===== config.mk =====
export PLATFORM = sky130hd
export DESIGN_NAME = target_placement_ctrl
export DESIGN_NICKNAME = d
export VERILOG_FILES = /design/src/rtl/snake_pkg.sv /design/src/rtl/snake_body_scanner.sv /design/src/rtl/target_placement_ctrl.sv
export SDC_FILE = /design/constraint.sdc
export NUM_CORES = 1
export LEC_CHECK = 0
export BUFFER_PORTS_ARGS = -buffer_cell sky130_fd_sc_hd__buf_2
export CORE_MARGIN = 2
export CORE_UTILIZATION = 32
export CTS_BUF_LIST = sky130_fd_sc_hd__clkbuf_8
export CTS_CLUSTER_SIZE = 16
export DETAILED_ROUTE_END_ITERATION = 6
export SLEW_MARGIN = 5
export SYNTH_ARGS = -nofsm -noshare
export SYNTH_HDL_FRONTEND = slang
export SYNTH_SLANG_ARGS = --single-unit
export TNS_END_PERCENT = 10

===== constraint.sdc =====
create_clock -name CLK -period 5.46 [get_ports CLK]
set_input_delay 0.819 -clock CLK [delete_from_list [all_inputs] [get_ports CLK]]
set_output_delay 0.819 -clock CLK [all_outputs]
set_load 0.05 [all_outputs]

===== src/rtl/snake_pkg.sv =====
// snake_pkg: shared grid constants and target placement FSM states
package snake_pkg;
   localparam int GRID_H    = 160;
   localparam int GRID_V    = 120;
   localparam int COORD_H_W = 8;
   localparam int COORD_V_W = 7;
   localparam int SEG_DEPTH = 32;
   localparam int TRY_LIMIT = 16;
   typedef enum logic [2:0] {
      S_IDLE, S_SAMPLE, S_CHECK, S_SCAN_ADDR, S_SCAN_CMP, S_COMMIT
   } place_state_t;
endpackage


===== src/rtl/snake_body_scanner.sv =====
// snake_body_scanner: walks body RAM segments 0..LEN-1 looking for a hit on the candidate
module snake_body_scanner
   import snake_pkg::*;
#(
   parameter int SEG_AW = 5
)(
   input  logic                 CLK,
   input  logic                 RESET,
   input  logic                 START,
   input  logic                 CMP,
   input  logic [SEG_AW:0]      LEN,
   input  logic [COORD_H_W-1:0] CAND_H,
   input  logic [COORD_V_W-1:0] CAND_V,
   input  logic [COORD_H_W-1:0] SEG_H,
   input  logic [COORD_V_W-1:0] SEG_V,
   output logic [SEG_AW-1:0]    SEG_ADDR,
   output logic                 HIT,
   output logic                 CLEAR,
   output logic                 DONE
);
   logic last;
   always_comb begin
      last  = {1'b0, SEG_ADDR} == LEN - (SEG_AW+1)'(1);
      HIT   = CMP && SEG_H == CAND_H && SEG_V == CAND_V;
      CLEAR = CMP && !HIT && last;
      DONE  = HIT || CLEAR;
   end
   always_ff @(posedge CLK)
      if (RESET || START) SEG_ADDR <= '0;
      else if (CMP && !DONE) SEG_ADDR <= SEG_ADDR + SEG_AW'(1);
endmodule


===== src/rtl/target_placement_ctrl.sv =====
// target_placement_ctrl: places the food target by rejection sampling against grid bounds
// and the snake body, then commits it for rendering and collision logic.
module target_placement_ctrl
   import snake_pkg::*;
#(
   parameter int H_MAX        = GRID_H,
   parameter int V_MAX        = GRID_V,
   parameter int MAX_SEGMENTS = SEG_DEPTH,
   parameter int MAX_TRIES    = TRY_LIMIT,
   parameter int SEG_AW       = $clog2(MAX_SEGMENTS)
)(
   input  logic                 CLK,
   input  logic                 RESET,
   input  logic                 START,
   input  logic                 REACHED,
   input  logic [COORD_H_W-1:0] RAND_H,
   input  logic [COORD_V_W-1:0] RAND_V,
   input  logic [SEG_AW:0]      SNAKE_LENGTH,
   output logic [SEG_AW-1:0]    SEG_ADDR,
   input  logic [COORD_H_W-1:0] SEG_H,
   input  logic [COORD_V_W-1:0] SEG_V,
   output logic [COORD_H_W-1:0] TARGET_H,
   output logic [COORD_V_W-1:0] TARGET_V,
   output logic                 TARGET_VALID,
   output logic                 BUSY,
   output logic                 DONE,
   output logic                 FAIL,
   output logic [7:0]           TARGET_COUNT
);
   localparam int TRY_W = $clog2(MAX_TRIES + 1);
   place_state_t state, state_nx, retry;
   logic reached_q, restart, range_bad, reject, give_up, commit;
   logic scan_hit, scan_clear, scan_done;
   logic [COORD_H_W-1:0] cand_h;
   logic [COORD_V_W-1:0] cand_v;
   logic [SEG_AW:0] len;
   logic [TRY_W-1:0] tries;

   snake_body_scanner #(.SEG_AW(SEG_AW)) u_scan (
      .CLK(CLK), .RESET(RESET), .START(state == S_CHECK), .CMP(state == S_SCAN_CMP),
      .LEN(len), .CAND_H(cand_h), .CAND_V(cand_v), .SEG_H(SEG_H), .SEG_V(SEG_V),
      .SEG_ADDR(SEG_ADDR), .HIT(scan_hit), .CLEAR(scan_clear), .DONE(scan_done)
   );

   // START restarts from any state; a REACHED edge only counts when idle
   always_comb begin
      restart   = START || (state == S_IDLE && REACHED && !reached_q);
      range_bad = cand_h >= COORD_H_W'(H_MAX) || cand_v >= COORD_V_W'(V_MAX);
      reject    = (state == S_CHECK && range_bad) || scan_hit;
      give_up   = reject && tries == TRY_W'(MAX_TRIES) && !restart;
      commit    = state == S_COMMIT && !restart;
      retry     = tries == TRY_W'(MAX_TRIES) ? S_IDLE : S_SAMPLE;
      state_nx  = state;
      case (state)
         S_SAMPLE:    state_nx = S_CHECK;
         S_CHECK:     state_nx = range_bad ? retry : (len == '0 ? S_COMMIT : S_SCAN_ADDR);
         S_SCAN_ADDR: state_nx = S_SCAN_CMP;
         S_SCAN_CMP:  state_nx = scan_done ? (scan_clear ? S_COMMIT : retry) : S_SCAN_ADDR;
         S_COMMIT:    state_nx = S_IDLE;
         default:     state_nx = state;
      endcase
      if (restart) state_nx = S_SAMPLE;
      BUSY = state != S_IDLE;
   end

   always_ff @(posedge CLK) begin
      if (RESET) begin
         state        <= S_IDLE;
         reached_q    <= 1'b1;
         cand_h       <= '0;
         cand_v       <= '0;
         len          <= '0;
         tries        <= '0;
         TARGET_H     <= '0;
         TARGET_V     <= '0;
         TARGET_VALID <= 1'b0;
         DONE         <= 1'b0;
         FAIL         <= 1'b0;
         TARGET_COUNT <= '0;
      end else begin
         state     <= state_nx;
         reached_q <= REACHED;
         DONE      <= commit;
         FAIL      <= give_up;
         if (restart) begin
            TARGET_VALID <= 1'b0;
            tries        <= '0;
         end else if (state == S_SAMPLE) begin
            cand_h <= RAND_H;
            cand_v <= RAND_V;
            len    <= SNAKE_LENGTH > (SEG_AW+1)'(MAX_SEGMENTS) ? (SEG_AW+1)'(MAX_SEGMENTS) : SNAKE_LENGTH;
            tries  <= tries + TRY_W'(1);
         end
         if (commit) begin
            TARGET_H     <= cand_h;
            TARGET_V     <= cand_v;
            TARGET_VALID <= 1'b1;
            TARGET_COUNT <= TARGET_COUNT + {7'd0, TARGET_COUNT != 8'hFF};
         end
      end
   end
endmodule


==> flow_summary.toml <==
[clock_network]
cts-buffers-inserted = 9
ctsResizeCount = 0
clk_latency_ns = 0.35
cts.root.buffer_cell = "clkbuf_8"
path_clk_slew_ns = 0.08
clock_path_buffers = 2
cts_tree = "done"
htree_levels = 3
postCtsSetupBuffers = 0
cts_hold_buf = 0
cts.sinks = 61

[die]
core_um2 = 8680
dieArea_um2 = 9720
floorplan.initialDensity_pct = 33.0
die_w_um = 98.6
fp.dieH_um = 98.6
num_rows = 34
num_io_pins = 72

[timing]
hold_viol = 0
setup_violations = 0
max_slew_margin_pct = 36.0
fin_crit_ns = 2.32
rsz0062_at_grt = "false"
fin_ws_ns = 3.14
fmax_ghz = 0.431
fin_setup_tns_ns = 0
min_period_over_period_pct = 42.5
drv_slew = 0
worst_slew_pin_slew_ns = 0.960
fin_skew_ns = 0.0156

[drt]
wl_per_cell_um = 13.5
viasPerCell = 4.83
via_count = 2526
antenna_left = 0
dr.pass1.iters = 4
drt-total-wl_mm = 7.04
drtIter0Drc = 110
drc = 0

[setup_path]
worstSetupStartpointType = "flop"
worst-path-max-fanout = 6
path_class = "reg -> reg"
critical_path.slowest_cell = "a2111oi_4"
required_ns = 5.74
worst_setup_path_end_kind = "flop"
path_cells = "inv_1 -> ha_1 -> and2_4 -> a211o_1 -> a32o_2 -> a2111oi_4 -> mux2i_1"
slowest_delay_ns = 0.46
arrival_ns = 2.60

[synth]
seq_area_frac_synth_pct = 42.7
yosys.area.top_type = "dfxtp_1"
ys_async_sr_fraction_pct = 0
synth_enable_flop_cells = 0
netlist_top_cells_area = "dfxtp_1, nand2_1, a21oi_1"
ys_types = 43
syn_area_um2 = 2860
syn_nets = 390
synth_top_cell_area_share_pct = 42.7
syn_inst = 343
synth_area_per_cell_um2 = 8.34
synthFlopType = "dfxtp_1"
ys_warn_count = 0
synth_seq_cells = 61

[cells_and_area]
drive_gt1_share_pct = 24.1
finalNetCount = 457
syn_to_final_growth_pct = 23.1
diodes = 0
final_common_cell = "nand2_1"
final_cell_mix = "nand2_1, buf_2, dfxtp_1, a21oi_1, xnor2_1"
final_cells = 523

[place]
place_inst = 507
gp_congestion = 0.808
post-place-ws_ns = 2.97
place_hpwl_mm = 5.08
io_buffers = 71

[global_route]
grt_pass1_vias = 2416
antenna_found_initial = 0
grt_pass1_wl_mm = 11.6
grt_max_degree = 52
grt_overflow_total = 0
grt_util_all_layers_pct = 14.9

[min_path]
worstHoldPathType = "reg -> reg"

[run_status]
status = "finished clean"

[run]
drv_cap = 0

[power_and_ir_drop]
p_per_area_nw_per_um2 = 277
irDropWorstVdd_v = 0.000135
leakage_nw = 1.39
## cell families (layout without fill, tap and decap cells)
group / count (synthesis) / after routing / synth area share [%]
AND/OR/NAND/NOR: 152 / 152 / 26.5
adder cells (fa/ha/maj): 7 / 7 / 3.06
buffers and inverters: 24 / 96 / 3.41
XOR/XNOR: 29 / 29 / 8.88
flip-flops: 61 / 61 / 42.7
multiplexers: 5 / 5 / 1.75
AO/OA/AOI/OAI: 65 / 65 / 13.8
## synthesized netlist by cell type, types with 2 or more instances
cell type  number
o21ai_0         3
or2_2           3
a21oi_1        47
buf_2           6
nor4_4          2
xor2_1         10
nor3_1          4
nand2b_1        6
inv_1           7
ha_1            7
clkbuf_1       10
dfxtp_1        61
a211oi_1        3
nor2_1         15
nand3b_1        6
nor2b_1         4
or3_1           4
nand2_1        86
nand4_1        12
xnor2_1        19
mux2i_1         5
and3_1          2
## path summary, 6_finish.rpt
kind / start / endpoint / slack [ns] / cells past startpoint
worst max-delay path: len[0] / u_scan.SEG_ADDR[0] / 3.14 / 7
worst min-delay path: TARGET_V[2] / TARGET_V[2] / 0.45 / 2
worst max register to register: len[0] / u_scan.SEG_ADDR[0] / 3.14 / 7
worst min register to register: TARGET_V[2] / TARGET_V[2] / 0.45 / 2
## cell type report
class,instances,area (um^2)
flip-flops and latches,61,1220
multi-input cells,258,1560
repair buffers,73,370
clock inverters,4,46.3
fillers,936,5160
inverters,7,26.3
well taps,108,135
clock buffers,12,165
## where the power goes
group	switching (W)	internal (W)	total, W
clock	0.000176	0.000246	0.000422
sequential	0.0000128	0.000454	0.000467
combinational	0.0000504	0.0000383	0.0000887
total	0.000239	0.000738	0.000977
## registers in the layout, summed over array words and instances, names as in the netlist
| signal | count |
|---|---|
| TARGET_VALID | 1 |
| cand_v | 7 |
| cand_h | 8 |
| DONE | 1 |
| state | 3 |
| reached_q | 1 |
| tries | 5 |
| TARGET_COUNT | 8 |
| FAIL | 1 |
| len | 6 |
| u_scan.SEG_ADDR | 5 |
| TARGET_V | 7 |
| TARGET_H | 8 |
## per-layer routing
layer	global-route usage, %	routed length, um	vias up
li1	-	-	1298
met1	18.5	3360	1166
met2	24.4	3250	56
met3	4.18	327	6
met4	6.11	101	0
met5	0	0	-
## through the flow
stage	utilization, %	hold WS, ns	area [um^2]	total power (W)
finish	40.6	0.453	3520	0.000977
global route	40.6	0.469	3520	0.00102
CTS	40.6	0.456	3520	0.000989
detailed placement	38.1	0.447	3310	0.000566
global placement	38.1	0.445	3310	0.000564
floorplan	-	0.451	2860	0.000534
## critical path, delay by kind of cell (launching register included)
kind	cells	cell delay, ns
AOI/OAI and AO/OA	3	1.04
buffers and inverters	1	0.10
muxes	1	0.24
and+or+nand+nor	1	0.18
DFF	1	0.45
adders and majority gates	1	0.25
No activity file was read; power rests on OpenSTA's default activity.
